### src/rtl/tl_client_arbiter.sv
// tl_client_arbiter: N-client TileLink A-channel round-robin arbiter with burst locking and D-channel source routing
//
// Ports:
//   clk_i, rst_i (asynchronous, active-high)
//   cli_a_*  : packed per-client A channels in, per-client ready out
//   mgr_a_*  : single registered A channel toward the manager; source is {client index, client source}
//   mgr_d_*  : D channel from the manager
//   cli_d_*  : D fields broadcast to all clients, valid steered by the source's client-index bits
//   stat_grants_o : per-client completed-message counters, present only with TL_CLIENT_ARBITER_STATS_EN defined
module tl_client_arbiter #(
   parameter int N_CLIENTS = 4,
   parameter int ADDR_W    = 64,
   parameter int DATA_W    = 64,
   parameter int SOURCE_W  = 4,
   parameter int CID_W     = $clog2(N_CLIENTS)
) (
   input  logic                            clk_i,
   input  logic                            rst_i,
   input  logic [N_CLIENTS-1:0]            cli_a_valid_i,
   output logic [N_CLIENTS-1:0]            cli_a_ready_o,
   input  logic [N_CLIENTS*3-1:0]          cli_a_opcode_i,
   input  logic [N_CLIENTS*3-1:0]          cli_a_param_i,
   input  logic [N_CLIENTS*4-1:0]          cli_a_size_i,
   input  logic [N_CLIENTS*SOURCE_W-1:0]   cli_a_source_i,
   input  logic [N_CLIENTS*ADDR_W-1:0]     cli_a_address_i,
   input  logic [N_CLIENTS*DATA_W/8-1:0]   cli_a_mask_i,
   input  logic [N_CLIENTS*DATA_W-1:0]     cli_a_data_i,
   input  logic [N_CLIENTS-1:0]            cli_a_corrupt_i,
   output logic                            mgr_a_valid_o,
   input  logic                            mgr_a_ready_i,
   output logic [2:0]                      mgr_a_opcode_o,
   output logic [2:0]                      mgr_a_param_o,
   output logic [3:0]                      mgr_a_size_o,
   output logic [SOURCE_W+CID_W-1:0]       mgr_a_source_o,
   output logic [ADDR_W-1:0]               mgr_a_address_o,
   output logic [DATA_W/8-1:0]             mgr_a_mask_o,
   output logic [DATA_W-1:0]               mgr_a_data_o,
   output logic                            mgr_a_corrupt_o,
   input  logic                            mgr_d_valid_i,
   output logic                            mgr_d_ready_o,
   input  logic [2:0]                      mgr_d_opcode_i,
   input  logic [1:0]                      mgr_d_param_i,
   input  logic [3:0]                      mgr_d_size_i,
   input  logic [SOURCE_W+CID_W-1:0]       mgr_d_source_i,
   input  logic [3:0]                      mgr_d_sink_i,
   input  logic                            mgr_d_denied_i,
   input  logic [DATA_W-1:0]               mgr_d_data_i,
   input  logic                            mgr_d_corrupt_i,
   output logic [N_CLIENTS-1:0]            cli_d_valid_o,
   input  logic [N_CLIENTS-1:0]            cli_d_ready_i,
   output logic [2:0]                      cli_d_opcode_o,
   output logic [1:0]                      cli_d_param_o,
   output logic [3:0]                      cli_d_size_o,
   output logic [SOURCE_W-1:0]             cli_d_source_o,
   output logic [3:0]                      cli_d_sink_o,
   output logic                            cli_d_denied_o,
   output logic                            cli_d_corrupt_o,
   output logic [DATA_W-1:0]               cli_d_data_o
`ifdef TL_CLIENT_ARBITER_STATS_EN
   ,output logic [N_CLIENTS*32-1:0]        stat_grants_o
`endif
);
   localparam int MASK_W = DATA_W / 8;
   localparam int LG     = $clog2(MASK_W);
   localparam logic [N_CLIENTS-1:0] ONE = {{(N_CLIENTS-1){1'b0}}, 1'b1};
   typedef enum logic {IDLE, BURST} state_t;
   state_t state_q, state_d;
   logic [15:0] cnt_q, cnt_d, beats;
   logic [CID_W-1:0] rr_q, rr_d, lock_q, lock_d, gnt;
   logic gnt_v, accept, fire, last;
   logic [2:0] op, sz_unused;
   logic [3:0] sz;
   logic slot_v_q;
   logic [2:0] opcode_q, param_q;
   logic [3:0] size_q;
   logic [SOURCE_W+CID_W-1:0] source_q;
   logic [ADDR_W-1:0] address_q;
   logic [MASK_W-1:0] mask_q;
   logic [DATA_W-1:0] data_q;
   logic corrupt_q;
   logic [CID_W-1:0] d_idx;
   logic d_hit;
   assign sz_unused = 3'b0;
   // While bursting the grant is pinned to the locked client; otherwise scan forward from rr_q.
   always_comb begin
      gnt   = lock_q;
      gnt_v = 1'b0;
      if (state_q == BURST) gnt_v = cli_a_valid_i[lock_q];
      else
         for (int k = 1; k <= N_CLIENTS; k++)
            if (!gnt_v && cli_a_valid_i[(int'(rr_q) + k) % N_CLIENTS]) begin
               gnt_v = 1'b1;
               gnt   = CID_W'((int'(rr_q) + k) % N_CLIENTS);
            end
   end
   assign accept = !slot_v_q || mgr_a_ready_i;
   assign fire   = gnt_v && accept;
   assign op     = cli_a_opcode_i[3*gnt +: 3];
   assign sz     = cli_a_size_i[4*gnt +: 4];
   // Puts carry 2^size bytes spread over MASK_W-byte beats; everything else is one beat.
   assign beats  = (op[2:1] == 2'b00 && sz > 4'(LG)) ? 16'd1 << (sz - 4'(LG)) : 16'd1;
   assign last   = (state_q == BURST) ? (cnt_q == 16'd1) : (beats == 16'd1);
   assign cli_a_ready_o = (fire && !rst_i) ? ONE << gnt : '0;
   always_comb begin
      state_d = state_q;
      cnt_d   = cnt_q;
      rr_d    = rr_q;
      lock_d  = lock_q;
      if (fire) begin
         if (last) begin
            state_d = IDLE;
            cnt_d   = 16'd0;
            rr_d    = gnt;
         end else if (state_q == IDLE) begin
            state_d = BURST;
            cnt_d   = beats - 16'd1;
            lock_d  = gnt;
         end else cnt_d = cnt_q - 16'd1;
      end
   end
   always_ff @(posedge clk_i or posedge rst_i) begin
      if (rst_i) begin
         state_q   <= IDLE;
         cnt_q     <= '0;
         rr_q      <= CID_W'(N_CLIENTS - 1);
         lock_q    <= '0;
         slot_v_q  <= 1'b0;
         opcode_q  <= '0;
         param_q   <= '0;
         size_q    <= '0;
         source_q  <= '0;
         address_q <= '0;
         mask_q    <= '0;
         data_q    <= '0;
         corrupt_q <= 1'b0;
      end else begin
         state_q <= state_d;
         cnt_q   <= cnt_d;
         rr_q    <= rr_d;
         lock_q  <= lock_d;
         if (accept) slot_v_q <= fire;
         if (fire) begin
            opcode_q  <= op;
            param_q   <= cli_a_param_i[3*gnt +: 3];
            size_q    <= sz;
            source_q  <= {gnt, cli_a_source_i[SOURCE_W*gnt +: SOURCE_W]};
            address_q <= cli_a_address_i[ADDR_W*gnt +: ADDR_W];
            mask_q    <= cli_a_mask_i[MASK_W*gnt +: MASK_W];
            data_q    <= cli_a_data_i[DATA_W*gnt +: DATA_W];
            corrupt_q <= cli_a_corrupt_i[gnt];
         end
      end
   end
   assign mgr_a_valid_o   = slot_v_q;
   assign mgr_a_opcode_o  = opcode_q;
   assign mgr_a_param_o   = param_q;
   assign mgr_a_size_o    = size_q;
   assign mgr_a_source_o  = source_q;
   assign mgr_a_address_o = address_q;
   assign mgr_a_mask_o    = mask_q;
   assign mgr_a_data_o    = data_q;
   assign mgr_a_corrupt_o = corrupt_q;
`ifdef TL_CLIENT_ARBITER_STATS_EN
   logic [31:0] stat_q [N_CLIENTS];
   always_ff @(posedge clk_i or posedge rst_i) begin
      if (rst_i) for (int k = 0; k < N_CLIENTS; k++) stat_q[k] <= '0;
      else if (fire && last) stat_q[gnt] <= stat_q[gnt] + 32'd1;
   end
   for (genvar i = 0; i < N_CLIENTS; i++) begin : g_stat
      assign stat_grants_o[32*i +: 32] = stat_q[i];
   end
`endif
   // Client indices beyond N_CLIENTS have no owner: the beat is acknowledged and dropped.
   assign d_idx           = mgr_d_source_i[SOURCE_W+CID_W-1 -: CID_W];
   assign d_hit           = {1'b0, d_idx} < (CID_W+1)'(N_CLIENTS);
   assign cli_d_valid_o   = (d_hit && mgr_d_valid_i) ? ONE << d_idx : '0;
   assign mgr_d_ready_o   = d_hit ? cli_d_ready_i[d_idx] : 1'b1;
   assign cli_d_opcode_o  = mgr_d_opcode_i;
   assign cli_d_param_o   = mgr_d_param_i;
   assign cli_d_size_o    = mgr_d_size_i;
   assign cli_d_source_o  = mgr_d_source_i[SOURCE_W-1:0];
   assign cli_d_sink_o    = mgr_d_sink_i;
   assign cli_d_denied_o  = mgr_d_denied_i;
   assign cli_d_corrupt_o = mgr_d_corrupt_i;
   assign cli_d_data_o    = mgr_d_data_i;
endmodule

### config.mk
export PLATFORM = sky130hd
export DESIGN_NAME = tl_client_arbiter
export DESIGN_NICKNAME = d
export VERILOG_FILES = /design/src/rtl/tl_client_arbiter.sv
export SDC_FILE = /design/constraint.sdc
export NUM_CORES = 1
export LEC_CHECK = 0
export BUFFER_PORTS_ARGS = -buffer_cell sky130_fd_sc_hd__buf_2
export CAP_MARGIN = 30
export CORE_AREA = 3 3 372 374
export DETAILED_ROUTE_END_ITERATION = 10
export DIE_AREA = 0 0 375 377
export SLEW_MARGIN = 5
export SYNTH_ARGS = -nofsm -noshare
export SYNTH_HDL_FRONTEND = slang
export SYNTH_SLANG_ARGS = --single-unit
### constraint.sdc
create_clock -name clk_i -period 10 [get_ports clk_i]
set_input_delay 0.5 -clock clk_i [delete_from_list [all_inputs] [get_ports clk_i]]
set_output_delay 0.5 -clock clk_i [all_outputs]
set_load 0.01 [all_outputs]
==> summary.md <==
| Metric | Value |
|---|---|
| Status | `completed` |
| Vias in the first global route | `15700` |
| Sw power | `4.32 mW` |
| Top cell type's share of synthesized area | `32.8%` |
| Setup crit start kind | `register` |
| Post-synthesis mux area share | `1.79%` |
| Worst-Margin Slew | `1.11 ns` |
| Share of cells above drive strength 1 | `33.1%` |
| DIE HEIGHT | `377 um` |
| EDFF count, synth | `0` |
| Router iterations before antenna repair | `6` |
| Total of warnings raised by yosys | `0` |
| Flop pwr share | `18.4%` |
| Most common cell after layout, fill and taps aside | `nand2_1` |
| Asr flop ratio synth | `100%` |
| Initial antenna violation count | `16` |
| Cell Area, Synth | `13200 um2` |
| Via count | `16700` |
| Max Freq | `218 MHz` |
| Filler Cell Count | `15800` |
| Reg clk slew, reported paths | `0.09 ns` |
| Crit share post-route | `46.0%` |
| CTS root buffer | `clkbuf_16` |
| # DRC | `0` |
| Hold Crit Class | `in -> async` |
| Seq cells post-synth | `175` |
| Later-pin clock latency in the skew report | `0.52 ns` |
| Buffers on Ports | `780` |
| Antenna-violating nets left | `0` |
| Post-Synth Adder-Cell Area | `0.379%` |
| Gates resized, CTS repair | `0` |
| Placeable Area | `135000 um2` |
| Critical Path Start | `state_q` |
| Register area share after synthesis | `33.2%` |
| Die Width | `375 um` |
| Synth unique cells | `72` |
| Cell count after synthesis | `2037` |
| CTS H-Tree Depth | `4` |
| Die area | `141000 um2` |
| Complex-gate fraction of the synthesized area | `6.40%` |
| Via density | `3.77` |
| Main synth FF type | `dfrtp_1` |
| R2R setup slack | `5.56 ns` |
| Post-Syn Nets | `2742` |
| Xor/xnor cell area share of the yosys netlist | `0%` |
| Simple-gate area share of the yosys netlist | `48.3%` |
| RSZ-0062 raised after global routing | `false` |
| Largest family of logic cells by synthesized area | `simple AND/OR/NAND/NOR gates` |
| 1st-iter DRT viols | `1287` |
| Post-layout net count | `3329` |
| Commonest cells after routing, fill and taps aside | `nand2_1, buf_2, nand3_1` |
| Final Max Slew Viols | `0` |
| Endpoints failing hold | `0` |
| IO Count | `947` |
| Max-cap violations | `0` |
| CP required | `9.50 ns` |
| TritonCTS clock tree | `built` |
| CP arrival | `4.10 ns` |
| Slew margin rel. | `25.7%` |
| Dominant cell type by area after synthesis | `dfrtp_1` |
| Routed WL | `82000 um` |
| All-Layer GR Usage | `11.1%` |
| Post-CTS Hold Buffers | `0` |
| FF-to-FF End | `cnt_q[2]` |
| Crit Path Category | `reg -> out` |
| Internal Power | `2.93 mW` |
| Place WS | `5.42 ns` |
| Num rows | `135` |
| Starting Density | `9.76%` |
| Power, Total | `7.26 mW` |
| Clk_skew | `0.0161 ns` |
| GPL Wtd Cong | `0.931` |
| Routed WL per cell | `18.5 um` |
| Total grt overflow | `0` |
| Sw Share | `59.6%` |
| Leakage | `9.54 nW` |
| CP endpoint kind | `primary output` |
| Largest net degree at the start of global routing | `165` |
| First-pass GRT wire length | `112000 um` |
| Post-detail-place hpwl | `67100 um` |
| Peak VDD IR | `0.369 mV` |
| Worst reg2reg path startpoint | `rr_q[1]` |
| R2r worst-path depth | `11` |
| Worst-path fanout max | `63` |
| Min Tclk post-route | `4.60 ns` |
| Combinational cell fraction of total power | `71.6%` |
| Final Setup Violations | `0` |
| Final worst slack | `5.40 ns` |
| Power Dens Cells | `384 nW/um2` |
| Num CTS Buffers | `17` |
| Mean Syn Cell Area | `6.48 um2` |
| Clock sinks | `175` |
| Leading post-synthesis cells by cell area | `dfrtp_1, nand2_1, nand3_1, buf_4, clkbuf_1` |
| Postcts setup bufs | `0` |
| Clock Power Share | `10.0%` |
| Area growth syn-to-layout | `42.9%` |
| Setup TNS | `0 ns` |
| CTS Buffer Depth | `2` |
critical path, stage by stage, from the launching register on:
cell      delay, ns
dfrtp_1        0.86
inv_1          0.50
mux2i_1        0.46
nand2b_4       0.75
buf_4          0.68
nor4_1         0.09
buf_2          0.17
flip-flops by register name, indices dropped and copies added (netlist names):
register	flops
mgr_a_opcode_o	3
mgr_a_valid_o	1
mgr_a_data_o	64
mgr_a_source_o	6
mgr_a_size_o	4
lock_q	2
rr_q	2
mgr_a_address_o	64
mgr_a_corrupt_o	1
state_q	1
mgr_a_mask_o	8
cnt_q	16
mgr_a_param_o	3
through the flow:
step | hold slack, ns | cell area, um2 | utilization (%) | instances
final | 0.0781 | 18900 | 14.0 | 4427
after global routing | 0.0884 | 18900 | 13.9 | 4419
after CTS | 0.0381 | 18900 | 13.9 | 4418
after detailed placement | 0.457 | 18300 | 13.5 | 4386
after global placement | 0.453 | 18300 | 13.5 | 4386
after floorplan | 0.442 | 13200 | - | 2037
power by group through the flow:
stage | sequential [mW] | clock [mW] | combinational, mW
after floorplan | 1.43 | 0 | 3.19
after global placement | 1.33 | 0 | 5.24
after detailed placement | 1.35 | 0 | 5.26
after CTS | 1.33 | 0.781 | 5.28
after global routing | 1.38 | 0.803 | 5.81
final | 1.33 | 0.726 | 5.20
cell type report:
type	count	area [um2]	share of cell area, %
inverter	6	30.0	0.159
clock inverter	14	138	0.729
multi-input combinational	1621	7550	40.0
clock buffer	18	439	2.33
sequential	175	4380	23.2
tap	1781	2230	11.8
antenna	9	22.5	0.119
timing repair buffer	803	4090	21.7
synth_stat cells (7+ instances only):
| cell | count |
|---|---|
| nor2_1 | 32 |
| nand4_1 | 10 |
| mux2i_1 | 9 |
| and2_1 | 9 |
| buf_1 | 14 |
| o21ai_0 | 29 |
| dfrtp_1 | 173 |
| nor4_1 | 11 |
| clkbuf_1 | 80 |
| buf_4 | 84 |
| mux2_2 | 7 |
| nor3_1 | 11 |
| nand2_1 | 922 |
| a21oi_1 | 18 |
| buf_2 | 53 |
| nand3_1 | 442 |
how the worst max path moves through the flow:
stage | endpoint
detailed placement | cnt_q[6]
finish | cli_a_ready_o[1]
floorplan | cnt_q[0]
global placement | cnt_q[6]
CTS | cli_a_ready_o[1]
global route | cli_a_ready_o[3]
logic make-up (layout without fill, tap and decap cells):
kind of cell	Yosys count	count (layout)
buffers and inverters	241	841
muxes	19	19
adders and majority gates	4	4
other	0	9
DFF	175	175
and+or+nand+nor	1481	1481
AOI/OAI and AO/OA	117	117
routing by layer:
metal  share of wire (%)  global-route usage [%]
met2                  43                    16.5
met5               0.048                       0
met4                 3.6                    4.72
met3                 9.4                    3.83
met1                  44                    14.5
(Power assumes the default switching activity.)
